<file path="src/rtl/dmg_cart_pkg.sv">
// ============================================================================
// Module      : dmg_cart_pkg
// Description : Shared types and constants for the MBC1 cartridge responder.
// Revision    : 1.0  initial release
// ============================================================================
`default_nettype none

package dmg_cart_pkg;

    typedef enum logic [1:0] {
        ST_IDLE   = 2'd0,
        ST_READ   = 2'd1,
        ST_WR_LOW = 2'd2,
        ST_COMMIT = 2'd3
    } state_t;

    typedef enum logic [1:0] {
        RGN_ROM0 = 2'd0,
        RGN_ROMX = 2'd1,
        RGN_XRAM = 2'd2,
        RGN_NONE = 2'd3
    } region_t;

    // MBC register windows; only address bits [15:13] select among them
    localparam logic [15:0] c_base_ram_en  = 16'h0000;
    localparam logic [15:0] c_base_bank_lo = 16'h2000;
    localparam logic [15:0] c_base_bank_hi = 16'h4000;
    localparam logic [15:0] c_base_mode    = 16'h6000;
    localparam logic [15:0] c_base_xram    = 16'hA000;

    localparam logic [3:0]  c_ram_en_magic = 4'hA;

    function automatic region_t decode_region(input logic [15:0] addr);
        region_t rgn;
        if (addr[15:14] == 2'b00)
            rgn = RGN_ROM0;
        else if (addr[15:14] == 2'b01)
            rgn = RGN_ROMX;
        else if (addr[15:13] == c_base_xram[15:13])
            rgn = RGN_XRAM;
        else
            rgn = RGN_NONE;
        return rgn;
    endfunction

    // Only a written value of zero is remapped; the upper bank bits are untouched
    function automatic logic [4:0] bank_lo_fix(input logic [4:0] val);
        return (val == 5'd0) ? 5'd1 : val;
    endfunction

endpackage

`default_nettype wire

</file>
<file path="src/rtl/ext_bus_sync.sv">
// ============================================================================
// Module      : ext_bus_sync
// Description : Two-flop synchroniser for a group of asynchronous bus pins.
// Revision    : 1.0  initial release
// ============================================================================
`default_nettype none

module ext_bus_sync #(
    parameter int              WIDTH     = 1,
    parameter logic [WIDTH-1:0] RESET_VAL = '0
) (
    input  logic             clk,
    input  logic             reset,
    input  logic [WIDTH-1:0] i_d,
    output logic [WIDTH-1:0] o_q
);

    logic [WIDTH-1:0] r_meta;
    logic [WIDTH-1:0] r_sync;

    always_ff @(posedge clk) begin
        if (reset) begin
            r_meta <= RESET_VAL;
            r_sync <= RESET_VAL;
        end else begin
            r_meta <= i_d;
            r_sync <= r_meta;
        end
    end

    assign o_q = r_sync;

endmodule

`default_nettype wire

</file>
<file path="src/rtl/ext_bus_cart_mbc1.sv">
// ============================================================================
// Module      : ext_bus_cart_mbc1
// Description : MBC1 cartridge responder on the external CPU bus pins.
// Revision    : 1.0  initial release
// ============================================================================
`default_nettype none

module ext_bus_cart_mbc1 #(
    parameter int ROM_AW = 21,
    parameter int RAM_AW = 15
) (
    input  logic              clk,
    input  logic              reset,
    input  logic [15:0]       a,
    input  logic [7:0]        d_in,
    output logic [7:0]        d_out,
    output logic              d_oe,
    input  logic              nrd,
    input  logic              nwr,
    input  logic              ncs,
    output logic [ROM_AW-1:0] rom_addr,
    input  logic [7:0]        rom_rdata,
    output logic [RAM_AW-1:0] ram_addr,
    input  logic [7:0]        ram_rdata,
    output logic [7:0]        ram_wdata,
    output logic              ram_we
);

    import dmg_cart_pkg::*;

    // ------------------------------------------------------------------
    // Pin synchronisation
    // ------------------------------------------------------------------
    logic [2:0]  w_strb_s;
    logic [15:0] w_a_s;
    logic [7:0]  w_d_s;
    logic        w_nrd_s;
    logic        w_nwr_s;
    logic        w_ncs_s;

    ext_bus_sync #(.WIDTH(3), .RESET_VAL(3'b111)) u_sync_strb (
        .clk   (clk),
        .reset (reset),
        .i_d   ({ncs, nwr, nrd}),
        .o_q   (w_strb_s)
    );

    ext_bus_sync #(.WIDTH(16), .RESET_VAL(16'h0000)) u_sync_addr (
        .clk   (clk),
        .reset (reset),
        .i_d   (a),
        .o_q   (w_a_s)
    );

    ext_bus_sync #(.WIDTH(8), .RESET_VAL(8'h00)) u_sync_data (
        .clk   (clk),
        .reset (reset),
        .i_d   (d_in),
        .o_q   (w_d_s)
    );

    assign w_nrd_s = w_strb_s[0];
    assign w_nwr_s = w_strb_s[1];
    assign w_ncs_s = w_strb_s[2];

    // ------------------------------------------------------------------
    // State
    // ------------------------------------------------------------------
    state_t      r_state;
    state_t      w_next_state;

    logic        r_ram_en;
    logic [4:0]  r_bank_lo;
    logic [1:0]  r_bank_hi;
    logic        r_mode;

    logic [15:0] r_wr_a;
    logic [7:0]  r_wr_d;
    logic        r_wr_ncs;

    logic        r_rd_ok;
    logic        r_rd_xram;
    logic        r_d_oe;
    logic [7:0]  r_d_out;

    region_t     w_rgn;
    logic        w_rgn_ok;
    logic [1:0]  w_rom_upper;
    logic [4:0]  w_rom_mid;
    logic [20:0] w_rom_full;
    logic [15:0] w_ram_src_a;
    logic [14:0] w_ram_full;

    always_ff @(posedge clk) begin
        if (reset)
            r_state <= ST_IDLE;
        else
            r_state <= w_next_state;
    end

    // A pending write always wins over a read so that a strobe overlap
    // never drives the bus while the CPU is also driving it.
    always_comb begin
        w_next_state = r_state;
        case (r_state)
            ST_IDLE: begin
                if (!w_nwr_s)
                    w_next_state = ST_WR_LOW;
                else if (!w_nrd_s)
                    w_next_state = ST_READ;
            end
            ST_READ: begin
                if (!w_nwr_s)
                    w_next_state = ST_WR_LOW;
                else if (w_nrd_s)
                    w_next_state = ST_IDLE;
            end
            ST_WR_LOW: begin
                if (w_nwr_s)
                    w_next_state = ST_COMMIT;
            end
            ST_COMMIT: w_next_state = ST_IDLE;
            default:   w_next_state = ST_IDLE;
        endcase
    end

    // ------------------------------------------------------------------
    // Read address generation
    // ------------------------------------------------------------------
    always_comb begin
        w_rgn       = decode_region(w_a_s);
        w_rgn_ok    = (w_rgn == RGN_ROM0) || (w_rgn == RGN_ROMX) ||
                      ((w_rgn == RGN_XRAM) && !w_ncs_s && r_ram_en);
        w_rom_upper = (w_a_s[14] || r_mode) ? r_bank_hi : 2'b00;
        w_rom_mid   = w_a_s[14] ? r_bank_lo : 5'd0;
        w_rom_full  = {w_rom_upper, w_rom_mid, w_a_s[13:0]};
        // The commit cycle addresses RAM from the captured write, not the live pins
        w_ram_src_a = (r_state == ST_COMMIT) ? r_wr_a : w_a_s;
        w_ram_full  = {(r_mode ? r_bank_hi : 2'b00), w_ram_src_a[12:0]};
    end

    assign rom_addr = w_rom_full[ROM_AW-1:0];
    assign ram_addr = w_ram_full[RAM_AW-1:0];

    // ------------------------------------------------------------------
    // Read data path: rdata lags the presented address by one cycle, so the
    // region qualifier is delayed by one cycle to stay aligned with it.
    // ------------------------------------------------------------------
    always_ff @(posedge clk) begin
        if (reset) begin
            r_rd_ok   <= 1'b0;
            r_rd_xram <= 1'b0;
            r_d_oe    <= 1'b0;
            r_d_out   <= 8'h00;
        end else begin
            r_rd_ok   <= w_rgn_ok;
            r_rd_xram <= (w_rgn == RGN_XRAM);
            r_d_oe    <= (r_state == ST_READ) && (w_next_state == ST_READ) && r_rd_ok;
            if (r_state == ST_READ)
                r_d_out <= r_rd_xram ? ram_rdata : rom_rdata;
        end
    end

    assign d_oe  = r_d_oe;
    assign d_out = r_d_out;

    // ------------------------------------------------------------------
    // Write capture and commit
    // ------------------------------------------------------------------
    always_ff @(posedge clk) begin
        if (reset) begin
            r_wr_a   <= 16'h0000;
            r_wr_d   <= 8'h00;
            r_wr_ncs <= 1'b1;
        end else if (r_state == ST_WR_LOW) begin
            r_wr_a   <= w_a_s;
            r_wr_d   <= w_d_s;
            r_wr_ncs <= w_ncs_s;
        end
    end

    always_ff @(posedge clk) begin
        if (reset) begin
            r_ram_en  <= 1'b0;
            r_bank_lo <= 5'd1;
            r_bank_hi <= 2'b00;
            r_mode    <= 1'b0;
        end else if (r_state == ST_COMMIT) begin
            case (r_wr_a[15:13])
                c_base_ram_en[15:13]:  r_ram_en  <= (r_wr_d[3:0] == c_ram_en_magic);
                c_base_bank_lo[15:13]: r_bank_lo <= bank_lo_fix(r_wr_d[4:0]);
                c_base_bank_hi[15:13]: r_bank_hi <= r_wr_d[1:0];
                c_base_mode[15:13]:    r_mode    <= r_wr_d[0];
                default: ;
            endcase
        end
    end

    // Gated by reset so a commit coinciding with reset never reaches the RAM
    assign ram_we    = (r_state == ST_COMMIT) && !reset && !r_wr_ncs && r_ram_en &&
                       (r_wr_a[15:13] == c_base_xram[15:13]);
    assign ram_wdata = r_wr_d;

endmodule

`default_nettype wire

</file>
<file path="config.mk">
export PLATFORM = sky130hd
export DESIGN_NAME = ext_bus_cart_mbc1
export DESIGN_NICKNAME = d
export VERILOG_FILES = /design/src/rtl/dmg_cart_pkg.sv /design/src/rtl/ext_bus_sync.sv /design/src/rtl/ext_bus_cart_mbc1.sv
export SDC_FILE = /design/constraint.sdc
export NUM_CORES = 1
export LEC_CHECK = 0
export BUFFER_PORTS_ARGS = -buffer_cell sky130_fd_sc_hd__buf_4
export CAP_MARGIN = 25
export CORE_MARGIN = 8
export CORE_UTILIZATION = 47
export DETAILED_ROUTE_END_ITERATION = 12
export GPL_TIMING_DRIVEN = 0
export MAX_ROUTING_LAYER = met4
export PLACE_DENSITY = 0.84
export SETUP_SLACK_MARGIN = 0.15
export SYNTH_ARGS = -nofsm -noshare
export SYNTH_HDL_FRONTEND = slang
export SYNTH_SLANG_ARGS = --single-unit
</file>
<file path="constraint.sdc">
create_clock -name clk -period 1.05 [get_ports clk]
set_input_delay 0.0525 -clock clk [delete_from_list [all_inputs] [get_ports clk]]
set_output_delay 0.0525 -clock clk [all_outputs]
set_load 0.02 [all_outputs]
</file>
After elaboration in Yosys (flattened, before gate mapping)
Index checks and enable logic that the tools add are counted.
{"block": "classes", "n_eq_ne": 13, "n_mux": 15, "reduce_logical": 23}
{"operator": "$mux 2", "count": 9}
{"operator": "$mux 13", "count": 1}
{"operator": "$mux 5", "count": 2}
{"operator": "$eq 2x1->1 const B", "count": 4}
{"operator": "$logic_and 1x1->1", "count": 8}
{"operator": "$mux 8", "count": 1}
{"operator": "$pmux 2 s4", "count": 1}
{"operator": "$reduce_and 2->1", "count": 4}
{"operator": "$eq 2x2->1 const B", "count": 3}
{"operator": "$eq 3x2->1 const B", "count": 2}
{"operator": "$eq 3x3->1 const B", "count": 2}
{"operator": "$logic_not 2->1", "count": 3}
{"operator": "$logic_not 5->1", "count": 1}
{"operator": "$eq 4x4->1 const B", "count": 1}
{"operator": "$eq 3x1->1 const B", "count": 1}
{"operator": "$logic_not 1->1", "count": 3}
{"operator": "$logic_not 3->1", "count": 1}
{"operator": "$logic_or 1x1->1", "count": 3}
{"operator": "$mux 1", "count": 1}
{"block": "totals", "regBits": 101, "input_bits": 45, "out_inout_bits": 54, "wordCells": 69}

Longest topological paths before layout
{"block": "logic_depth", "depth_word": 8, "mapped_depth": 5, "mapped_depth_nobuf": 3}

Modules after synthesis
A second synthesis with hierarchy kept.
{"block": "unflattened", "hier_cells": 349, "hier_area_um2": 3614.7}
{"mod": "ext_bus_cart_mbc1", "instances": 1, "cells_per_inst": 237, "area_per_inst_um2": 2129.5, "seq_area_each_um2": 940.9}
{"mod": "ext_bus_sync at u_sync_addr", "instances": 1, "cells_per_inst": 67, "area_per_inst_um2": 863.3, "seq_area_each_um2": 640.6}
{"mod": "ext_bus_sync at u_sync_data", "instances": 1, "cells_per_inst": 33, "area_per_inst_um2": 464.2, "seq_area_each_um2": 320.3}
{"mod": "ext_bus_sync at u_sync_strb", "instances": 1, "cells_per_inst": 12, "area_per_inst_um2": 157.7, "seq_area_each_um2": 120.1}

Worst setup path after synthesis
Ideal clock, no wire load.
{"block": "synth_timing", "kind": "register -> output", "startpoint": "register r_ram_en", "endpoint": "output port ram_we", "t_arrival_ns": 1.316, "required_ns": 0.998, "setup_slack_ns": -0.319, "stages_incl_launch_ff": 4, "n_path_buf": 0, "path_cell_list": "dfxtp_1 > inv_1 > or4b_1 > nor3_1"}
{"block": "synth_between", "elab_chain_len": 2}
{"element": "from (decl)", "line_no": "ext_bus_cart_mbc1.sv:72", "source": "logic r_ram_en;"}
{"element": "from (signal assigned)", "line_no": "ext_bus_cart_mbc1.sv:190", "source": "c_base_ram_en[15:13]: r_ram_en <= (r_wr_d[3:0] == c_ram_en_magic);"}
{"element": "$logic_and 1x1->1 (2 in series)", "line_no": "ext_bus_cart_mbc1.sv:200", "source": "assign ram_we = (r_state == ST_COMMIT) && !reset && !r_wr_ncs && r_ram_en &&"}
{"element": "to (decl)", "line_no": "ext_bus_cart_mbc1.sv:26", "source": "output logic ram_we"}
No other way between the ends.

Worst setup path after layout
{"block": "layout_timing", "startpoint": "register r_state[0]", "endpoint": "output port ram_addr[10]"}
{"block": "layout_between", "elab_chain_len": 2}
{"element": "from (decl)", "line_no": "ext_bus_cart_mbc1.sv:69", "source": "state_t r_state;"}
{"element": "from (signal assigned)", "line_no": "ext_bus_cart_mbc1.sv:98", "source": "r_state <= w_next_state;"}
{"element": "$eq 2x2->1", "line_no": "ext_bus_cart_mbc1.sv:138", "source": "w_ram_src_a = (r_state == ST_COMMIT) ? r_wr_a : w_a_s;"}
{"element": "$mux 13", "line_no": "ext_bus_cart_mbc1.sv:138"}
{"element": "to (decl)", "line_no": "ext_bus_cart_mbc1.sv:23", "source": "output logic [RAM_AW-1:0] ram_addr,"}
No other way between the ends.

==> flow_metrics.py <==
metrics = {
    "synthesis": {
        "synth_mux_area_share_pct": 8.99,
        "yosys-top-cells-count": "dfxtp_1, nand2_1, nor2b_1, a21oi_1",
        "synth.distinct_cells": 35,
        "ys.warnings.count": 0,
        "syn_avg_cell_area_um2": 10.2,
        "synth_nets": 409,
        "syn_inst": 364,
        "ys_ff_latch": 101,
        "syn-cell-area_mm2": 0.00370,
        "synth_fa_ha_area_share_pct": 0,
        "yosys.area_share.simple_pct": 23.2,
        "synth_top_area_share_pct": 54.6,
        "synth_top_family_by_area": "simple AND/OR/NAND/NOR gates",
        "yosysMostFrequentCell": "dfxtp_1",
        "yosysTopAreaCell": "dfxtp_1",
        "synth_edf_count": 0,
        "synthArstFlopShare_pct": 0,
        "synth_xor_xnor_area_share_pct": 0,
        "synth_compound_area_share_pct": 6.01,
        "synth_area_leaders": "dfxtp_1, nor2b_1, nand2_1",
        "yosysSeqAreaShare_pct": 54.6,
        "synth_flop_cell": "dfxtp_1",
    },
    "timing": {
        "tightestPinTransition_ns": 0.812,
        "tns_ns": -22.79,
        "rsz0062_at_grt": "true",
        "max_freq_ghz": 0.600,
        "final-setup-viol-count": 67,
        "setup_slack_ns": -0.616,
        "slew_violations": 0,
        "min_period_ns": 1.67,
        "period_share_pct": 159,
        "finalHoldViolCount": 0,
        "slew_headroom_pct": 45.9,
        "finClkSkew_ns": 0.0113,
    },
    "place": {
        "finalWeightedCongestion": 0.791,
        "place_area_mm2": 0.00470,
        "dp_hpwl_um": 6180,
        "place_worst_setup_slack_ns": -0.315,
        "portBuffers": 97,
        "placed_cells": 563,
    },
    "cts": {
        "cts_root_buf": "clkbuf_8",
        "cts_tree": "done",
        "clockBufferDepth": 2,
        "h-tree-depth": 3,
        "cts_sinks": 101,
        "insertion_delay_ns": 0.36,
        "cts_inserted_buffers": 9,
        "clk_pin_slew_ns": 0.10,
    },
    "drt": {
        "first_pass_iters": 4,
        "ant_nets": 0,
        "drc": 0,
        "drt_first_iter_violations": 181,
        "detail_route.wl_per_cell_um": 20.3,
        "vias": 3318,
        "viasPerCell": 5.15,
        "drt_wl_total_um": 13100,
    },
    "worst_setup_path": {
        "r2r_cells": 8,
        "start_kind": "register",
        "r2r_start": "r_state[0]$_SDFF_PP0_",
        "crit_required_ns": 1.00,
        "crit_fanout": 8,
        "end_kind": "output pin",
        "crit_start": "r_state[0]$_SDFF_PP0_",
        "path_class": "reg -> out",
        "crit_arrival_ns": 1.61,
        "reg2reg_slack_ns": -0.41,
    },
    "min_path": {
        "min_from": "rom_rdata[6]",
        "min_path_cells": 3,
        "hold_class": "in -> reg",
    },
    "power": {
        "vdd_drop_max_v": 0.00107,
        "p_leak_uw": 0.00258,
        "power_density_mw_per_mm2": 1190,
    },
    "floorplan": {
        "die_w_um": 105,
        "start_util_pct": 48.2,
        "die_area_mm2": 0.0110,
        "die_h_um": 105,
        "rows": 32,
        "coreArea_mm2": 0.00769,
        "io_pins": 99,
    },
    "cells_and_area": {
        "drive_gt1_share_pct": 60.1,
        "finalNetCount": 582,
        "stdcell_count": 644,
        "syn2layout_area_growth_pct": 69.5,
        "design_area_mm2": 0.00628,
        "antennaDiodeCount": 0,
        "utilization_pct": 81.6,
    },
    "grt": {
        "grt_util_all_layers_pct": 19.2,
        "grt_pass1_wl_um": 16800,
        "antenna_found_initial": 0,
        "overflow": 0,
        "grt_max_degree": 19,
        "grt_pass1_vias": 3387,
    },
    "job": {
        "drv_cap": 0,
    },
    "run_status": {
        "status": "finished with violations",
        "violations": "negative setup slack",
    },
}
==> cells by family (layout without fill, tap and decap cells) <==
family | count (synthesis) | in the layout
DFF | 101 | 101
muxes | 29 | 29
and+or+nand+nor | 157 | 157
AOI/OAI and AO/OA | 38 | 38
buffers and inverters | 39 | 217
==> per-stage QoR <==
stage	total power (µW)	hold WS, ns
finish	7500	0.0632
global placement	4810	0.241
CTS	7290	0.0530
floorplan	4520	0.156
detailed placement	4830	0.240
global route	7730	0.0599
==> where the power goes <==
part	switching [µW]	total, µW	internal, µW
Sequential	98.1	4060	3960
Combinational	488	1120	631
Clock	1420	2320	898
Total	2010	7500	5490
==> final timing paths <==
check	endpoint
max reg2reg	r_wr_a[11]$_SDFFE_PP0N_
min reg2reg	u_sync_strb.o_q[2]$_SDFF_PP1_
max	ram_addr[10]
min	d_out[6]$_SDFFE_PP0P_
==> metal layers <==
layer  vias up  share of wire (%)  GRT usage, %
met5         -                  0             -
met1      1603                 39          20.1
li1       1509                  -             -
met3        42                6.2          4.73
met2       164                 51          33.4
met4         0                3.9          8.66
==> flip-flops by register name, summed over array words and instances, names as in the netlist, 5 cells and up <==
register	cells
u_sync_data.r_meta	8
u_sync_addr.o_q	16
r_wr_a	16
d_out	8
u_sync_data.o_q	8
r_bank_lo	5
u_sync_addr.r_meta	16
ram_wdata	8
==> cell usage in the layout, fill, tap and decap left out, drive strengths merged, types with 2 or more instances in the layout <==
master,synthesis,layout
clkbuf,7,17
dlygate4sd3,0,27
and2,8,8
nand2b,14,14
nand3b,2,2
nor2,10,10
a211oi,8,8
nor3,5,5
mux2,13,13
mux2i,16,16
nand2,52,52
a21oi,25,25
nor4,2,2
inv,2,5
o21a,2,2
nand3,2,2
or2,6,6
buf,30,164
and3b,2,2
nor2b,50,50
clkinv,0,4
o21ai,2,2
dfxtp,101,101
==> critical path: stages (launching register included) <==
cell	delay, ns
dfxtp_4	0.37
and2_4	0.16
buf_8	0.13
buf_12	0.14
mux2_4	0.31
buf_6	0.13
==> layout make-up <==
type / count / area (µm²)
Tap cell: 102 / 128
Clock buffer: 9 / 124
Inverter: 2 / 7.51
Fill cell: 382 / 1410
Timing Repair Buffer: 162 / 1630
Clock inverter: 7 / 57.6
Sequential cell: 101 / 2090
Buffer: 37 / 367
Multi-Input combinational cell: 224 / 1880
==> what timing repair did <==
action | in CTS | in global routing
gates resized for setup | 138 | 96
pin swaps | 16 | 48
hold endpoints to repair | 27 | 0
endpoints found under the setup margin | 98 | 99
hold buffers | 27 | 0
gates cloned | 2 | 1
setup buffers | 27 | 8
No activity file was read; power rests on OpenSTA's default activity.
